$ cat config.mk
export PLATFORM = sky130hd
export DESIGN_NAME = mem_access_flat
export DESIGN_NICKNAME = d
export VERILOG_FILES = /design/src/rtl/mem_access_if.sv /design/src/rtl/mem_access.sv /design/src/flat_wrapper.sv
export SDC_FILE = /design/constraint.sdc
export NUM_CORES = 1
export LEC_CHECK = 0
export ABC_AREA = 0
export BUFFER_PORTS_ARGS = -buffer_cell sky130_fd_sc_hd__buf_2
export CAP_MARGIN = 20
export CORE_AREA = 2 2 216 218
export DETAILED_ROUTE_END_ITERATION = 10
export DIE_AREA = 0 0 218 220
export GPL_ROUTABILITY_DRIVEN = 0
export HOLD_SLACK_MARGIN = 0.12
export SKIP_CTS_REPAIR_TIMING = 1
export SYNTH_ARGS = -nofsm -noshare
export SYNTH_HDL_FRONTEND = slang
export SYNTH_SLANG_ARGS = --single-unit
$ cat constraint.sdc
create_clock -name Clk -period 3 [get_ports Clk]
set_input_delay 0.15 -clock Clk [delete_from_list [all_inputs] [get_ports Clk]]
set_output_delay 0.15 -clock Clk [all_outputs]
set_load 0.02 [all_outputs]
$ cat src/rtl/mem_access_if.sv
// Single-port data-memory bus between the memory-access stage (master) and data memory (slave).
// Request/acknowledge handshake; the master holds the request fields stable until DMemAck.
interface mem_access_if;
  logic        DMemReq;
  logic        DMemWe;
  logic [63:0] DMemAddr;
  logic [63:0] DMemWData;
  logic [7:0]  DMemWMask;
  logic [63:0] DMemRData;
  logic        DMemAck;

  modport master (
    output DMemReq, DMemWe, DMemAddr, DMemWData, DMemWMask,
    input  DMemRData, DMemAck
  );

  modport slave (
    input  DMemReq, DMemWe, DMemAddr, DMemWData, DMemWMask,
    output DMemRData, DMemAck
  );
endinterface

$ cat src/rtl/mem_access.sv
// RV64I memory-access stage: issues aligned loads/stores on the data-memory bus, extends load
// data, and registers the write-back bundle. Misaligned accesses are dropped with a pulse.
module mem_access (
  input  logic                Clk,
  input  logic                Rst_n,
  mem_access_if.master        bus,
  input  logic                ValidIn,
  input  logic [6:0]          OpCodeIn,
  input  logic [2:0]          Funct3In,
  input  logic [63:0]         ImmIn,
  input  logic [63:0]         Rs1ReadDataIn,
  input  logic [63:0]         Rs2ReadDataIn,
  input  logic [63:0]         RdWriteDataIn,
  input  logic [4:0]          RdAddrIn,
  input  logic                RdWriteEnableIn,
  output logic                StallOut,
  output logic                ValidOut,
  output logic [63:0]         RdWriteDataOut,
  output logic [4:0]          RdAddrOut,
  output logic                RdWriteEnableOut,
  output logic                MisalignOut
);

  localparam logic [6:0] OpLoad  = 7'b0000011;
  localparam logic [6:0] OpStore = 7'b0100011;

  typedef enum logic [0:0] {StIdle, StBusy} stateT;

  stateT       stateQ, stateD;
  logic        weQ, weD;
  logic [63:0] addrQ, addrD;
  logic [63:0] wDataQ, wDataD;
  logic [7:0]  wMaskQ, wMaskD;
  logic [1:0]  sizeQ, sizeD;
  logic        unsignedQ, unsignedD;
  logic [2:0]  offQ, offD;
  logic [4:0]  rdAddrQ, rdAddrD;
  logic        rdWeQ, rdWeD;

  logic        validOutQ, validOutD;
  logic [63:0] rdDataOutQ, rdDataOutD;
  logic [4:0]  rdAddrOutQ, rdAddrOutD;
  logic        rdWeOutQ, rdWeOutD;
  logic        misalignQ, misalignD;

  logic [63:0] effAddr;
  logic [2:0]  off;
  logic        isLoad, isStore, memOp, misaligned, startAccess, dropAccess;
  logic [7:0]  sizeMask;
  logic [63:0] loadShift, loadData;
  logic        stall;

  // Decode and alignment of the instruction offered by execute.
  always_comb begin
    effAddr = Rs1ReadDataIn + ImmIn;
    off     = effAddr[2:0];
    isLoad  = (OpCodeIn == OpLoad) && (Funct3In != 3'b111);
    isStore = (OpCodeIn == OpStore) && !Funct3In[2];
    unique case (Funct3In[1:0])
      2'd0:    begin misaligned = 1'b0;        sizeMask = 8'h01; end
      2'd1:    begin misaligned = off[0];      sizeMask = 8'h03; end
      2'd2:    begin misaligned = |off[1:0];   sizeMask = 8'h0F; end
      default: begin misaligned = |off;        sizeMask = 8'hFF; end
    endcase
    memOp       = ValidIn && (isLoad || isStore);
    startAccess = memOp && !misaligned;
    dropAccess  = memOp && misaligned;
  end

  // Load extraction uses the offset and size captured at issue, not the live inputs.
  always_comb begin
    loadShift = bus.DMemRData >> {offQ, 3'b000};
    unique case (sizeQ)
      2'd0:    loadData = {{56{~unsignedQ & loadShift[7]}},  loadShift[7:0]};
      2'd1:    loadData = {{48{~unsignedQ & loadShift[15]}}, loadShift[15:0]};
      2'd2:    loadData = {{32{~unsignedQ & loadShift[31]}}, loadShift[31:0]};
      default: loadData = loadShift;
    endcase
  end

  always_comb begin
    stateD     = stateQ;
    weD        = weQ;
    addrD      = addrQ;
    wDataD     = wDataQ;
    wMaskD     = wMaskQ;
    sizeD      = sizeQ;
    unsignedD  = unsignedQ;
    offD       = offQ;
    rdAddrD    = rdAddrQ;
    rdWeD      = rdWeQ;
    validOutD  = 1'b0;
    rdDataOutD = '0;
    rdAddrOutD = '0;
    rdWeOutD   = 1'b0;
    misalignD  = 1'b0;
    stall      = 1'b0;
    unique case (stateQ)
      StIdle: begin
        if (startAccess) begin
          stateD    = StBusy;
          stall     = 1'b1;
          weD       = isStore;
          addrD     = {effAddr[63:3], 3'b000};
          wDataD    = isStore ? (Rs2ReadDataIn << {off, 3'b000}) : '0;
          wMaskD    = isStore ? (sizeMask << off) : '0;
          sizeD     = Funct3In[1:0];
          unsignedD = Funct3In[2];
          offD      = off;
          rdAddrD   = RdAddrIn;
          rdWeD     = isLoad && RdWriteEnableIn;
        end else if (dropAccess) begin
          validOutD  = 1'b1;
          misalignD  = 1'b1;
          rdAddrOutD = RdAddrIn;
        end else if (ValidIn) begin
          validOutD  = 1'b1;
          rdDataOutD = RdWriteDataIn;
          rdAddrOutD = RdAddrIn;
          rdWeOutD   = RdWriteEnableIn;
        end
      end
      StBusy: begin
        stall = ~bus.DMemAck;
        if (bus.DMemAck) begin
          stateD     = StIdle;
          weD        = 1'b0;
          addrD      = '0;
          wDataD     = '0;
          wMaskD     = '0;
          validOutD  = 1'b1;
          rdDataOutD = weQ ? '0 : loadData;
          rdAddrOutD = rdAddrQ;
          rdWeOutD   = rdWeQ;
        end
      end
      default: stateD = StIdle;
    endcase
  end

  always_ff @(posedge Clk or negedge Rst_n) begin
    if (!Rst_n) begin
      stateQ     <= StIdle;
      weQ        <= 1'b0;
      addrQ      <= '0;
      wDataQ     <= '0;
      wMaskQ     <= '0;
      sizeQ      <= '0;
      unsignedQ  <= 1'b0;
      offQ       <= '0;
      rdAddrQ    <= '0;
      rdWeQ      <= 1'b0;
      validOutQ  <= 1'b0;
      rdDataOutQ <= '0;
      rdAddrOutQ <= '0;
      rdWeOutQ   <= 1'b0;
      misalignQ  <= 1'b0;
    end else begin
      stateQ     <= stateD;
      weQ        <= weD;
      addrQ      <= addrD;
      wDataQ     <= wDataD;
      wMaskQ     <= wMaskD;
      sizeQ      <= sizeD;
      unsignedQ  <= unsignedD;
      offQ       <= offD;
      rdAddrQ    <= rdAddrD;
      rdWeQ      <= rdWeD;
      validOutQ  <= validOutD;
      rdDataOutQ <= rdDataOutD;
      rdAddrOutQ <= rdAddrOutD;
      rdWeOutQ   <= rdWeOutD;
      misalignQ  <= misalignD;
    end
  end

  assign bus.DMemReq   = (stateQ == StBusy);
  assign bus.DMemWe    = weQ;
  assign bus.DMemAddr  = addrQ;
  assign bus.DMemWData = wDataQ;
  assign bus.DMemWMask = wMaskQ;

  assign StallOut         = stall;
  assign ValidOut         = validOutQ;
  assign RdWriteDataOut   = rdDataOutQ;
  assign RdAddrOut        = rdAddrOutQ;
  assign RdWriteEnableOut = rdWeOutQ;
  assign MisalignOut      = misalignQ;

endmodule

$ cat src/flat_wrapper.sv
// flat-port wrapper written by rule: the top's interface ports become plain ports
module mem_access_flat 
  (Clk, Rst_n, ValidIn, OpCodeIn, Funct3In, ImmIn, Rs1ReadDataIn, Rs2ReadDataIn, RdWriteDataIn, RdAddrIn, RdWriteEnableIn, StallOut, ValidOut, RdWriteDataOut, RdAddrOut, RdWriteEnableOut, MisalignOut, bus_DMemReq, bus_DMemWe, bus_DMemAddr, bus_DMemWData, bus_DMemWMask, bus_DMemRData, bus_DMemAck);
  mem_access_if bus_i ();
  input  logic Clk;
  input  logic Rst_n;
  input  logic ValidIn;
  input  logic [6:0] OpCodeIn;
  input  logic [2:0] Funct3In;
  input  logic [63:0] ImmIn;
  input  logic [63:0] Rs1ReadDataIn;
  input  logic [63:0] Rs2ReadDataIn;
  input  logic [63:0] RdWriteDataIn;
  input  logic [4:0] RdAddrIn;
  input  logic RdWriteEnableIn;
  output logic StallOut;
  output logic ValidOut;
  output logic [63:0] RdWriteDataOut;
  output logic [4:0] RdAddrOut;
  output logic RdWriteEnableOut;
  output logic MisalignOut;
  output wire logic [$bits(bus_i.DMemReq)-1:0] bus_DMemReq;
  output wire logic [$bits(bus_i.DMemWe)-1:0] bus_DMemWe;
  output wire logic [$bits(bus_i.DMemAddr)-1:0] bus_DMemAddr;
  output wire logic [$bits(bus_i.DMemWData)-1:0] bus_DMemWData;
  output wire logic [$bits(bus_i.DMemWMask)-1:0] bus_DMemWMask;
  input wire logic [$bits(bus_i.DMemRData)-1:0] bus_DMemRData;
  input wire logic [$bits(bus_i.DMemAck)-1:0] bus_DMemAck;
  assign bus_DMemReq = bus_i.DMemReq;
  assign bus_DMemWe = bus_i.DMemWe;
  assign bus_DMemAddr = bus_i.DMemAddr;
  assign bus_DMemWData = bus_i.DMemWData;
  assign bus_DMemWMask = bus_i.DMemWMask;
  assign bus_i.DMemRData = bus_DMemRData;
  assign bus_i.DMemAck = bus_DMemAck;
  mem_access u_core (.Clk(Clk), .Rst_n(Rst_n), .bus(bus_i), .ValidIn(ValidIn), .OpCodeIn(OpCodeIn), .Funct3In(Funct3In), .ImmIn(ImmIn), .Rs1ReadDataIn(Rs1ReadDataIn), .Rs2ReadDataIn(Rs2ReadDataIn), .RdWriteDataIn(RdWriteDataIn), .RdAddrIn(RdAddrIn), .RdWriteEnableIn(RdWriteEnableIn), .StallOut(StallOut), .ValidOut(ValidOut), .RdWriteDataOut(RdWriteDataOut), .RdAddrOut(RdAddrOut), .RdWriteEnableOut(RdWriteEnableOut), .MisalignOut(MisalignOut));
endmodule
==> impl_metrics.env, run 1 <==
export IMPL_total_power_mw=9.691
export IMPL_hold_viol=0
export IMPL_synth_distinct_cells=78
export IMPL_hold_path_startpoint="Funct3In[1]"
export IMPL_slew_headroom_pct=44.56
export IMPL_avgSynthCellArea_sq_um=8.885
export IMPL_antenna_cells=0
export IMPL_synthCells=1715
export IMPL_syn_area_sq_mm=0.01524
export IMPL_grt_start_max_net_pins=86
export IMPL_worst_slew_pin_slew_ns=0.8285
export IMPL_status="finished, final reports clean"
export IMPL_slowest_delay_ns=0.47
export IMPL_reg2reg_slack_ns=0.22
export IMPL_crit_arrival_ns=2.67
export IMPL_synthArstFlopShare_pct=100.0
export IMPL_fin_crit_ns=2.819
export IMPL_fin_util_pct=45.99
export IMPL_worst_path_buf_inv=5
export IMPL_fillers=4482
export IMPL_ioPinCount=551
export IMPL_postRouteAntennaNets=0
export IMPL_leakagePower_nw=10.39
export IMPL_ys_flop_type="dfrtp_1"
export IMPL_maxSlewViolCount=0
export IMPL_via_count=16550
export IMPL_max_freq_ghz=0.3547
export IMPL_htreeDepth=1
export IMPL_clk_latency_ns=0.57
export IMPL_routed_wl_mm=63.23
export IMPL_ir_drop_uv=409.5
export IMPL_vias_per_cell=5.520
export IMPL_nets=2775
export IMPL_grt_pass1_wl_mm=91.43
export IMPL_whs_ns=0.07558
export IMPL_yosys_warnings=0
export IMPL_antenna_found_initial=1
export IMPL_die_h_um=220
export IMPL_reg2reg_to="u_core.RdWriteDataOut[63]"
export IMPL_drive_gt1_share_pct=32.53
export IMPL_cts_root_buffer="clkbuf_16"
export IMPL_cts_buffers=27
export IMPL_drtPass1Iterations=6
export IMPL_path_clk_slew_ns=0.06
export IMPL_post_route_drc_count=0
export IMPL_cp_top_family="buffers and inverters"
export IMPL_drt_iter0_drc=1508
export IMPL_path_max_fanout=42
export IMPL_synth_seq_area_share_pct=35.97
export IMPL_grt_overflow=0
export IMPL_wl_per_cell_um=21.08
export IMPL_clock_sinks=219
export IMPL_slowest_stage="or3_4"
export IMPL_maxCapViolCount=0
export IMPL_worstHoldPathType="input pin to flop"
export IMPL_grt_pass1_vias=15600
export IMPL_critPathLaunchType="input pin"
export IMPL_finalSetupViolCount=0
export IMPL_synth_edf_count=0
export IMPL_die_x_um=218
export IMPL_area_delta_synth_final_pct=38.44
export IMPL_clk_path_buf_depth=3
export IMPL_rr_startpoint="u_core.offQ[1]"
export IMPL_port_buffers=547
export IMPL_die_area_sq_mm=0.04796
export IMPL_dp_hpwl_mm=48.77
export IMPL_critPathRequiredTime_ns=2.85
export IMPL_min_delay_worst_endpoint="u_core.sizeQ[1]"
export IMPL_synth_ff_latch_count=219
export IMPL_grt_total_usage_pct=24.56
export IMPL_reg2reg_depth=7
export IMPL_powerDensity_mw_per_mm2=459.4
export IMPL_end_kind="output pin"
export IMPL_rsz0062_at_grt="false"
export IMPL_start_util_pct=33.22
export IMPL_min_path_cells=3
export IMPL_finClkSkew_ns=0.01195
export IMPL_cts_tree="yes"
export IMPL_core_area_sq_mm=0.04586
export IMPL_num_rows=79
export IMPL_fin_crit_sh_pct=93.98
export IMPL_crit_chain="buf_2 -> ha_4 -> fa_2 -> buf_4 -> xor2_4 -> a21oi_1 -> o21ai_1 -> buf_4 -> or3_4 -> buf_12 -> o21ai_0 -> buf_2"
export IMPL_critical_path_class="input pin to output pin"
==> worst max-delay path by stage <==
stage	from	end	slack, ns	cells past startpoint
after floorplan	ImmIn[0]	u_core.bus.DMemReq	0.07	10
after global placement	Rs1ReadDataIn[0]	u_core.bus.DMemAddr[56]	-0.19	13
after detailed placement	Rs1ReadDataIn[0]	u_core.bus.DMemAddr[54]	-0.24	14
after CTS	Rs1ReadDataIn[0]	StallOut	0.14	12
after global routing	Rs1ReadDataIn[0]	StallOut	0.04	12
final	Rs1ReadDataIn[0]	StallOut	0.18	12
==> registers in the layout (all words and copies together), names as in the netlist <==
name / flops
u_core.RdWriteDataOut: 64
u_core.bus.DMemWData: 64
u_core.bus.DMemAddr: 61
u_core.bus.DMemWMask: 8
u_core.RdAddrOut: 5
u_core.rdAddrQ: 5
u_core.offQ: 3
u_core.sizeQ: 2
u_core.MisalignOut: 1
u_core.RdWriteEnableOut: 1
u_core.ValidOut: 1
u_core.bus.DMemReq: 1
u_core.bus.DMemWe: 1
u_core.rdWeQ: 1
u_core.unsignedQ: 1
==> final cells by class <==
cell class | instances | area (sq um) | area share, %
Inverter | 21 | 78.83 | 0.3737
Clock inverter | 19 | 192.7 | 0.9135
Clock buffer | 31 | 730.7 | 3.464
Sequential cell | 219 | 5483 | 25.99
Timing Repair Buffer | 758 | 4725 | 22.40
Multi-Input combinational cell | 1344 | 9125 | 43.26
Tap cell | 607 | 759.5 | 3.600
==> logic make-up after synthesis <==
group	share of synthesized area [%]
simple gates	14.17
flops	35.97
xor+xnor	3.383
other cells	0.02461
compound gates	24.34
fa+ha+maj	5.305
buf+inv	4.541
mux	12.27
==> per-stage QoR <==
step	instance area [sq um]	TNS, ns	cells	setup slack (ns)
2_1_floorplan	15240	0	1717	0.06579
3_3_place_gp	19050	-1.094	2837	-0.1928
3_5_place_dp	19050	-1.550	2837	-0.2448
4_1_cts	19970	0	2887	0.1437
5_1_grt	21090	0	2999	0.03876
6_report	21090	0	2999	0.1805
==> per-layer routing <==
layer,up-vias,global-route usage (%),wire length (um),share of wire [%]
met4,0,10.66,2855,4.5
li1,7612,-,-,-
met2,911,42.17,30450,48
met5,-,0,0,0
met3,165,3.520,4638,7.3
met1,7865,30.70,25290,40
==> synth_stat cells (all sizes together) (18+ instances only) <==
| master | n | area share, % |
|---|---|---|
| a22o | 67 | 3.9 |
| mux2 | 24 | 1.8 |
| nand4 | 23 | 0.94 |
| o21ai | 244 | 8.0 |
| nand2 | 225 | 5.5 |
| a31oi | 21 | 0.86 |
| nor2b | 19 | 0.78 |
| dfrtp | 219 | 36 |
| clkbuf | 95 | 2.5 |
| xor2 | 30 | 1.8 |
| a21o | 34 | 1.7 |
| nor3 | 26 | 0.92 |
| a21oi | 128 | 4.3 |
| a211oi | 23 | 1.2 |
| buf | 37 | 1.5 |
| o21a | 18 | 0.89 |
| ha | 63 | 5.2 |
| mux2i | 90 | 5.9 |
| inv | 20 | 0.49 |
| nand3 | 63 | 2.1 |
| xnor2 | 28 | 1.6 |
| mux4 | 31 | 4.6 |
| nor2 | 70 | 1.8 |
==> power breakdown <==
group / switching (mW) / internal [mW]
logic: 1.78 / 1.31
clock network: 1.47 / 1.95
registers: 0.0904 / 3.09
total: 3.34 / 6.35
==> worst min-delay path, cell delays in order <==
cell and delay, ns:
buf_2 0.18, inv_1 0.16, o21ai_0 0.10
==> cells in the final DEF (no fill, tap or decap), types with 29 or more instances in the layout <==
cell,Yosys,routed
xor2_1,29,29
o21ai_0,239,239
a22o_1,67,67
ha_1,63,62
a21o_1,34,34
nand3_1,63,63
nor2_1,68,68
dfrtp_1,219,217
mux2i_1,90,90
buf_4,6,90
dlygate4sd3_1,0,112
buf_2,7,546
a21oi_1,126,126
nand2_1,225,224
mux4_2,31,31
Power figures use the tool's default switching activity.
==> run 2: changes to the inputs <==
Settings changed: SETUP_SLACK_MARGIN from default to 0.5.
==> run 2 against run 1 <==
Critical path depth down 2. Maximum frequency increased by 13%. Utilization increased by 0.29 points. Die area is the same. Sequential power about the same. Global-route usage increased by 0.32 points. Power up 2.4%. Sequential share of layout area shrank 0.16 points. Critical endpoint is now u_core.RdWriteDataOut[52]. Register-to-register slack better by 0.28 ns. Critical path type is now flop to flop.
==> impl_metrics.env, run 2 (same netlist as run 1, synthesis figures left out) <==
export IMPL_worstHoldPathType="input pin to flop"
export IMPL_cp_top_family="compound AO/OA/AOI/OAI gates"
export IMPL_routed_wl_mm=64.55
export IMPL_grt_pass1_wl_mm=92.69
export IMPL_cts_tree="yes"
export IMPL_crit_top_cell="o21ai_0"
export IMPL_p_seq_share_pct=32.0
export IMPL_max_freq_ghz=0.4007
export IMPL_met2_length_mm=31.61
export IMPL_dp_hpwl_mm=49.22
export IMPL_nets=2761
export IMPL_fin_crit_sh_pct=83.18
export IMPL_ioPinCount=551
export IMPL_crit_cells=10
export IMPL_swShare_pct=33.51
export IMPL_htreeDepth=1
export IMPL_finalSetupViolCount=0
export IMPL_ir_drop_uv=424.0
export IMPL_critPathRequiredTime_ns=3.49
export IMPL_area_delta_synth_final_pct=39.32
export IMPL_crit_chain="buf_2 -> mux2_2 -> mux2i_1 -> o21ai_0 -> nand2_1 -> o21ai_0 -> nor2_2 -> nor2_4 -> buf_6 -> a22o_1"
export IMPL_num_rows=79
export IMPL_leakagePower_nw=10.40
export IMPL_vias_per_cell=5.546
export IMPL_dp_cells=2816
export IMPL_drive_gt1_share_pct=33.14
export IMPL_worst_slew_pin_slew_ns=0.7913
export IMPL_core_area_sq_mm=0.04586
export IMPL_whs_ns=0.08075
export IMPL_antenna_found_initial=6
export IMPL_hold_viol=0
export IMPL_crit_arrival_ns=2.98
export IMPL_grt_start_max_net_pins=85
export IMPL_path_max_fanout=6
export IMPL_drtPass1Iterations=7
export IMPL_drt_iter0_drc=1582
export IMPL_wl_met1_mm=25.27
export IMPL_powerDensity_mw_per_mm2=467.5
export IMPL_die_area_sq_mm=0.04796
export IMPL_clk_path_buf_depth=3
export IMPL_slowest_stage="dfrtp_2"
export IMPL_cts_buffers=27
export IMPL_rsz0062_at_grt="false"
export IMPL_via_count=16570
export IMPL_final_common_cell="buf_2"
export IMPL_die_h_um=220
export IMPL_fin_util_pct=46.29
export IMPL_slowest_delay_ns=0.46
export IMPL_slew_headroom_pct=47.05
export IMPL_postRouteAntennaNets=0
export IMPL_path_clk_slew_ns=0.06
export IMPL_post_route_drc_count=0
export IMPL_clk_latency_ns=0.58
export IMPL_min_path_cells=5
export IMPL_grt_overflow=0
export IMPL_die_x_um=218
export IMPL_cts_root_buffer="clkbuf_16"
export IMPL_wl_met3_mm=4.790
export IMPL_multi_input_area_sq_mm=0.009279
export IMPL_top_layer_used="met5"
export IMPL_reg2reg_depth=10
export IMPL_p_comb_share_pct=31.3
export IMPL_grt_total_usage_pct=24.88
export IMPL_power_share_clock_pct=36.7
export IMPL_start_util_pct=33.22
export IMPL_maxSlewViolCount=0
export IMPL_regArea_sq_mm=0.005484
export IMPL_critPathLaunchType="flop"
export IMPL_fin_crit_ns=2.495
export IMPL_total_power_mw=9.925
export IMPL_status="finished, final reports clean"
export IMPL_port_buffers=547
export IMPL_wl_per_cell_um=21.60
export IMPL_worst_path_buf_inv=2
export IMPL_p_sw_mw=3.326
export IMPL_layout_common_cells="546 x buf_2, 229 x o21ai_0, 224 x nand2_1"
export IMPL_layoutNonFillerInstCount=2988
export IMPL_critical_path_class="flop to flop"
export IMPL_maxCapViolCount=0
export IMPL_finClkSkew_ns=0.01997
export IMPL_end_kind="flop"
export IMPL_grt_pass1_vias=15770
export IMPL_clock_sinks=219
export IMPL_p_int_mw=6.599
export IMPL_fillers=4435
run 2: cell count changes in the layout (fill, tap and decap cells not counted), sizes merged, moves of 2 or more:
cell and delta:
diode +3, buf -13, bufinv +3, dlygate4sd3 -2, clkinvlp -5, clkinv +3
run 2: worst min-delay path: cells and delay by family:
family / cells / cell delay (ns)
AO/OA/AOI/OAI: 1 / 0.07
XOR/XNOR: 1 / 0.12
AND/OR/NAND/NOR: 2 / 0.17
buffers and inverters: 1 / 0.10
run 2: through the flow:
| stage | setup TNS, ns | area, sq um | setup WS (ns) |
|---|---|---|---|
| floorplan | 0 | 15360 | 0.4152 |
| global placement | -0.6153 | 18970 | -0.2137 |
| detailed placement | -0.6184 | 18970 | -0.2051 |
| CTS | 0 | 19970 | 0.2055 |
| global route | 0 | 21230 | 0.4747 |
| finish | 0 | 21230 | 0.5046 |
run 2: final cells by class:
type | count | area share (%)
multi-input cells | 1345 | 43.71
flip-flops and latches | 219 | 25.83
repair buffers | 743 | 21.77
well taps | 607 | 3.578
clock buffers | 31 | 3.442
clock inverters | 19 | 1.261
inverters | 21 | 0.3713
diodes | 3 | 0.03536
run 2: path summary, 6_finish.rpt:
path / from / endpoint / slack (ns)
worst max-delay path: u_core.offQ[1] / u_core.RdWriteDataOut[52] / 0.50
worst min-delay path: ImmIn[63] / u_core.bus.DMemAddr[63] / 0.08
worst max register to register: u_core.offQ[1] / u_core.RdWriteDataOut[52] / 0.50
worst min register to register: u_core.bus.DMemWData[46] / u_core.bus.DMemWData[46] / 0.48
max in group asynchronous: Rst_n / u_core.bus.DMemAddr[13] / 2.04
min in group asynchronous: Rst_n / u_core.RdWriteDataOut[59] / 0.13
run 2: metal layers:
metal,track usage [%],up-vias
li1,-,7584
met4,10.88,2
met2,42.56,937
met5,0,-
met1,31.27,7876
met3,3.492,173
run 2: power by group through the flow:
stage          logic [mW]  clock network [mW]  registers [mW]
5_1_grt              3.36                3.84            3.19
3_5_place_dp         2.91                   0            3.22
2_1_floorplan        1.65                   0            3.35
3_3_place_gp         2.89                   0            3.23
4_1_cts              2.92                3.71            3.17
6_report             3.11                3.64            3.18
